[src/rtl/reset_sequencer_pkg.sv]
// Shared types and legal parameter ranges for the domain reset sequencer.
package reset_sequencer_pkg;

  // Sequencer states; the unused encoding 2'd3 recovers to SYNC.
  typedef enum logic [1:0] {
    SYNC = 2'd0,
    HOLD = 2'd1,
    RUN  = 2'd2
  } state_e;

  localparam int SYNC_STAGES_MIN = 2;
  localparam int SYNC_STAGES_MAX = 4;
  localparam int HOLD_CYCLES_MIN = 1;
  localparam int HOLD_CYCLES_MAX = 255;

endpackage

[src/rtl/reset_sequencer_sync_chain.sv]
// Reset deassertion synchroniser: asserts asynchronously, releases after
// SYNC_STAGES clock edges with RST low.
module reset_sync_chain
  import reset_sequencer_pkg::*;
#(
  parameter int SYNC_STAGES = 2
) (
  input  logic CLK,
  input  logic RST,
  output logic sync_ok
);

  if ((SYNC_STAGES < SYNC_STAGES_MIN) || (SYNC_STAGES > SYNC_STAGES_MAX)) begin : g_bad_stages
    $fatal(1, "reset_sync_chain: SYNC_STAGES=%0d outside legal range", SYNC_STAGES);
  end

  logic [SYNC_STAGES-1:0] sync_q;
  logic [SYNC_STAGES-1:0] sync_d;

  // A constant 1 is shifted in; the last stage is the settled indication.
  assign sync_d = {sync_q[SYNC_STAGES-2:0], 1'b1};

  // Chain register, cleared asynchronously by RST.
  always_ff @(posedge CLK or posedge RST) begin
    if (RST) begin
      sync_q <= '0;
    end else begin
      sync_q <= sync_d;
    end
  end

  assign sync_ok = sync_q[SYNC_STAGES-1];

endmodule

[src/rtl/reset_sequencer.sv]
// Domain reset sequencer: immediate reset assertion on RST, synchronised and
// stretched release, plus a synchronous soft-reset request.
//
// Handshake note: there is no valid/ready pairing here; DONE is a single-cycle
// strobe aligned with the first cycle OUT_RST_N reads 1, and BUSY is a level
// that is high whenever the domain is not released.
module reset_sequencer
  import reset_sequencer_pkg::*;
#(
  parameter int SYNC_STAGES = 2,
  parameter int HOLD_CYCLES = 16,
  parameter int CNT_W       = 8
) (
  input  logic CLK,
  input  logic RST,
  input  logic REQ_RST,
  output logic OUT_RST_N,
  output logic OUT_RST,
  output logic BUSY,
  output logic DONE
);

  if ((HOLD_CYCLES < HOLD_CYCLES_MIN) || (HOLD_CYCLES > HOLD_CYCLES_MAX)) begin : g_bad_hold
    $fatal(1, "reset_sequencer: HOLD_CYCLES=%0d outside legal range", HOLD_CYCLES);
  end
  if ((CNT_W < 1) || ((CNT_W < 31) && ((2 ** CNT_W) <= HOLD_CYCLES))) begin : g_bad_cnt_w
    $fatal(1, "reset_sequencer: CNT_W=%0d too narrow for HOLD_CYCLES=%0d", CNT_W, HOLD_CYCLES);
  end

  localparam logic [CNT_W-1:0] HOLD_LAST = CNT_W'(HOLD_CYCLES - 1);
  localparam logic [CNT_W-1:0] CNT_ONE   = CNT_W'(1);

  logic             sync_ok;
  state_e           state_q, state_d;
  logic [CNT_W-1:0] cnt_q, cnt_d;
  logic             out_rst_n_q, out_rst_n_d;
  logic             out_rst_q, out_rst_d;
  logic             busy_q, busy_d;
  logic             done_q, done_d;

  reset_sync_chain #(
    .SYNC_STAGES(SYNC_STAGES)
  ) u_sync (
    .CLK    (CLK),
    .RST    (RST),
    .sync_ok(sync_ok)
  );

  // Next-state, hold counter and registered-output decode.
  always_comb begin
    state_d = state_q;
    cnt_d   = cnt_q;
    case (state_q)
      SYNC: begin
        cnt_d = '0;
        // The edge that leaves SYNC is counted as hold cycle 0, so the
        // release lands exactly HOLD_CYCLES edges after the chain settles.
        if (sync_ok) begin
          if (HOLD_LAST == '0) begin
            state_d = RUN;
          end else begin
            state_d = HOLD;
            cnt_d   = CNT_ONE;
          end
        end
      end
      HOLD: begin
        if (REQ_RST) begin
          cnt_d = '0;
        end else if (cnt_q == HOLD_LAST) begin
          state_d = RUN;
          cnt_d   = '0;
        end else begin
          cnt_d = cnt_q + CNT_ONE;
        end
      end
      RUN: begin
        cnt_d = '0;
        if (REQ_RST) begin
          state_d = HOLD;
        end
      end
      default: begin
        state_d = SYNC;
        cnt_d   = '0;
      end
    endcase

    out_rst_n_d = (state_d == RUN);
    out_rst_d   = (state_d != RUN);
    busy_d      = (state_d != RUN);
    done_d      = (state_d == RUN) && (state_q != RUN);
  end

  // State, counter and output registers, all forced to reset values on RST.
  always_ff @(posedge CLK or posedge RST) begin
    if (RST) begin
      state_q     <= SYNC;
      cnt_q       <= '0;
      out_rst_n_q <= 1'b0;
      out_rst_q   <= 1'b1;
      busy_q      <= 1'b1;
      done_q      <= 1'b0;
    end else begin
      state_q     <= state_d;
      cnt_q       <= cnt_d;
      out_rst_n_q <= out_rst_n_d;
      out_rst_q   <= out_rst_d;
      busy_q      <= busy_d;
      done_q      <= done_d;
    end
  end

  assign OUT_RST_N = out_rst_n_q;
  assign OUT_RST   = out_rst_q;
  assign BUSY      = busy_q;
  assign DONE      = done_q;

endmodule

[config.mk]
export PLATFORM = sky130hd
export DESIGN_NAME = reset_sequencer
export DESIGN_NICKNAME = d
export VERILOG_FILES = /design/src/rtl/reset_sequencer_pkg.sv /design/src/rtl/reset_sequencer_sync_chain.sv /design/src/rtl/reset_sequencer.sv
export SDC_FILE = /design/constraint.sdc
export NUM_CORES = 1
export LEC_CHECK = 0
export BUFFER_PORTS_ARGS = -buffer_cell sky130_fd_sc_hd__buf_2
export CORE_AREA = 4 4 43 60
export DETAILED_ROUTE_END_ITERATION = 10
export DIE_AREA = 0 0 47 64
export PLACE_DENSITY = 0.54
export SLEW_MARGIN = 20
export SYNTH_ARGS = -nofsm -noshare
export SYNTH_HDL_FRONTEND = slang
export SYNTH_SLANG_ARGS = --single-unit
[constraint.sdc]
create_clock -name CLK -period 2.2 [get_ports CLK]
set_input_delay 0.44 -clock CLK [delete_from_list [all_inputs] [get_ports CLK]]
set_output_delay 0.44 -clock CLK [all_outputs]
set_load 0.03 [all_outputs]
-- Word level (Yosys, flattened, before mapping)
Cells that the tools add are included.
- add/sub/neg operators: 1
- eq/ne operators: 6
- muxes and demuxes: 9
- reductions and logical operators: 2
- operator list (operator ; count):
    $mux 8 ; 2
    $pmux 8 s2 ; 1
    $add 8x1->8 const B ; 1
    $eq 8x4->1 const B ; 1
    $mux 2 ; 4
    $pmux 2 s3 ; 1
    $eq 2x2->1 const B ; 2
    $ne 2x2->1 const B ; 2
    $eq 2x1->1 const B ; 1
    $logic_not 2->1 ; 1
    $logic_and 1x1->1 ; 1
    $mux 1 ; 1
- flip-flop bits (word level): 15
- input bits: 3
- logic and storage cells: 24

-- Depth between registers and ports, before layout
- depth after elaboration: 6
- gate-level depth with buffers: 4
- depth with buffers taken out: 4

-- Modules after synthesis
A second synthesis with hierarchy kept.
- cells, all modules: 62
- area total of the unflattened synthesis: 684.4 µm²
- modules (own cells, without submodules) (module ; instances ; cells each ; area an instance (µm²)):
    reset_sequencer ; 1 ; 58 ; 626.9
    reset_sync_chain ; 1 ; 4 ; 57.6

-- Worst setup path before layout
No wires, ideal clock.
- kind: reg-to-reg
- from: register cnt_q[5]
- to: register cnt_q[0]
- library setup time: 126 ps
- arrival time: 1144 ps
- required time: 2074 ps
- slack: 930 ps
- cell stages (with the launch flop): 4
- buffers on the path: 0
- period minus slack after synthesis: 1270 ps
- cell sequence: dfrtp_1 > or4_1 > o21ai_1 > a21oi_1
- word-level cells in the longest chain between the ends: 4
- RTL lines (what ; RTL line ; source):
    start, declared ; reset_sequencer.sv:35 ; logic [CNT_W-1:0] cnt_q, cnt_d;
    start signal, assigned ; reset_sequencer.sv:106 ; cnt_q <= cnt_d;
    $eq 8x4->1 ; reset_sequencer.sv:70 ; end else if (cnt_q == HOLD_LAST) begin
    $mux 8 ; reset_sequencer.sv:70 ;
    $mux 8 ; reset_sequencer.sv:68 ; if (REQ_RST) begin
    $pmux 8 s2 ; reset_sequencer.sv:53 ; case (state_q)
    via cnt_d[0] ; reset_sequencer.sv:35 ;
The timed path passes the listed nets, and every way through them passes these cells.

-- Worst setup path in the final report
- from: register busy_q (netlist: BUSY)
- to: output BUSY
- RTL lines (what ; RTL line ; source):
    start, declared ; reset_sequencer.sv:38 ; logic busy_q, busy_d;
    start signal, assigned ; reset_sequencer.sv:109 ; busy_q <= busy_d;
    end, declared ; reset_sequencer.sv:19 ; output logic BUSY,
No word-level cell between the ends.

==> flow_summary.yaml <==
logic_synthesis:
  synth.area.top_cells: "dfrtp_1 (51%), a21oi_1 (4.4%), dfstp_2 (3.9%)"
  synth.avg_cell_area_sq_um: 11.2
  synth_warnings: 0
  synth-seq-area-share_pct: 55.3
  syn_inst: 61
  async_flop_share_pct: 100
  syn-num-nets: 65
  synth_top_area_share_pct: 51.5
  yosys_register_bits: 15
  synth_edf_count: 0
  ys.flop_type: "dfrtp_1"
  yosys.area.top_type: "dfrtp_1"
  syn_area_sq_um: 681
  ys_types: 30
final_layout:
  multi_input_area_sq_um: 289
  fillCellCount: 234
  layout-drive-gt1-share_pct: 22.9
  synthToLayoutAreaGrowth_pct: 11.2
  num_antenna_cells: 0
  fin_area_sq_um: 757
  final_nets: 75
  regArea_sq_um: 377
global_route:
  grt_overflow: 0
  grt_max_degree: 16
  grt_util_all_layers_pct: 8.78
  grt_pass1_vias: 451
  antenna_found_initial: 0
  grt_pass1_wl_microns: 1930
route:
  drt-pass1-iter-count: 4
  ant_nets: 0
  wire_per_inst_microns: 12.1
  viasPerCell: 5.00
  drc_errors: 0
  drt-initial-drc-count: 17
  vias: 460
  wl_microns: 1110
setup_path:
  cp_slowest_stage_delay_ns: 0.53
  worstPathRequired_ns: 1.76
  critPathSlowestCell: "dfstp_2"
  critical_path_class: "reg -> out"
  reg2reg_depth: 3
  critPathBufInv: 1
  path_cells: "buf_2"
  r2r_setup_slack_ns: 0.80
  worstSetupStartpointType: "flip-flop"
  reg2reg_from: "cnt_q[4]"
  endpoint_kind: "output port"
  critical_path_arrival_ns: 0.99
  critical_path.max_fanout: 2
  regToRegEndpoint: "cnt_q[0]"
  critPathLaunch: "BUSY"
  cpLargestDelayFamily: "flip-flops"
pwr:
  power.total_uw: 464
  power_density_mw_per_mm2: 613
  ir_drop_uv: 226
  p_leak_nw: 0.324
clock_network:
  path_clk_slew_ns: 0.09
  insertion_delay_ns: 0.28
  numClockSinks: 15
  cts_setup_buffers: 0
  cts_resized: 0
  cts_made_buffers: 3
  clockBufferDepth: 2
  root_buffer: "clkbuf_4"
  postCtsHoldBufs: 0
  tritoncts: "done"
  htree_num_levels: 1
timing:
  max_slew_margin_pct: 62.1
  slew_viol_final: 0
  skew_ns: 0.00735
  rsz0062_at_grt: "false"
  min_period_ns: 1.43
  tightest_slew_ns: 0.567
  hold_viol: 0
  fin_crit_sh_pct: 65.0
  setup_viol: 0
  finalSetupTns_ns: 0
  fmax_mhz: 699
floorplanning:
  dieArea_sq_mm: 0.00301
  initial_core_util_pct: 32.4
  core.rowCount: 20
  pin_count: 7
  die_h_microns: 64
  coreArea_sq_mm: 0.00210
  die_width_microns: 47
placed_design:
  io_buffers: 6
  gp_congestion: 0.771
  dp_hpwl_microns: 844
  place_area_sq_um: 731
min_path:
  hold_path.class: "in -> async"
outcome:
  outcome: "completed"
flow_run:
  drv_cap: 0
-- report_power, final --
group          internal, mW  switching, mW  total, mW
Sequential            0.282        0.00459      0.287
Clock                0.0702         0.0831      0.153
Combinational       0.00956         0.0146     0.0242
Total                 0.362          0.102      0.464
-- cell usage after synthesis, types with 2 or more instances --
| cell type | count |
|---|---|
| a21oi_1 | 6 |
| nand2_1 | 3 |
| nand3_1 | 2 |
| o21ai_0 | 3 |
| nand2b_1 | 2 |
| dfrtp_1 | 14 |
| nor3_1 | 2 |
| or3_1 | 4 |
| inv_1 | 2 |
| nor2_1 | 2 |
| a21oi_2 | 2 |
-- placed cells by master, fill, tap and decap left out, types with 2 or more instances in the layout --
master and count:
a21oi_2 2, dfrtp_1 14, nand3_1 2, o21ai_0 3, a21oi_1 6, buf_2 6
or3_1 4, nand2b_1 2, clkbuf_4 3, nand2_1 3, nor2_1 2, nor3_1 2
inv_1 2
-- logic make-up after synthesis --
group	after synthesis	synth area share, %
other	1	0.551
AND/OR/NAND/NOR	23	22.2
buffers and inverters	3	2.21
AO/OA/AOI/OAI	16	15.3
adder cells (fa/ha/maj)	1	1.84
flip-flops	15	55.3
XOR/XNOR	2	2.57
-- routing by layer --
layer / vias up / global-route usage (%) / share of wire (%)
li1: 237 / - / -
met3: 2 / 1.69 / 4.9
met5: - / 0 / 0
met2: 7 / 13.1 / 51
met4: 0 / 5.19 / 1.1
met1: 214 / 11.3 / 43
-- worst max-delay path by stage --
stage               cells after the start        to
floorplan                               3  cnt_q[0]
global placement                        4  cnt_q[7]
global route                            4  cnt_q[4]
detailed placement                      4  cnt_q[7]
CTS                                     1      BUSY
finish                                  1      BUSY
-- through the flow --
step | instances | utilization (%) | worst slack, ns | hold slack, ns
3_5_place_dp | 88 | 34.8 | 0.797 | 0.336
5_1_grt | 92 | 36.0 | 0.630 | 0.258
3_3_place_gp | 88 | 34.8 | 0.801 | 0.333
4_1_cts | 92 | 36.0 | 0.758 | 0.225
6_report | 92 | 36.0 | 0.770 | 0.200
2_1_floorplan | 61 | - | 0.930 | 0.331
-- state kept, by name, summed over array words and instances, names as in the netlist --
name / count
state_q: 2
u_sync.sync_q: 2
BUSY: 1
DONE: 1
OUT_RST_N: 1
cnt_q: 8
-- layout make-up --
cell class | instances | area share (%)
clock buffers | 4 | 3.47
inverters | 2 | 0.992
multi-input cells | 43 | 38.2
flip-flops and latches | 15 | 49.8
well taps | 22 | 3.64
repair buffers | 6 | 3.97
(Power assumes the default switching activity.)
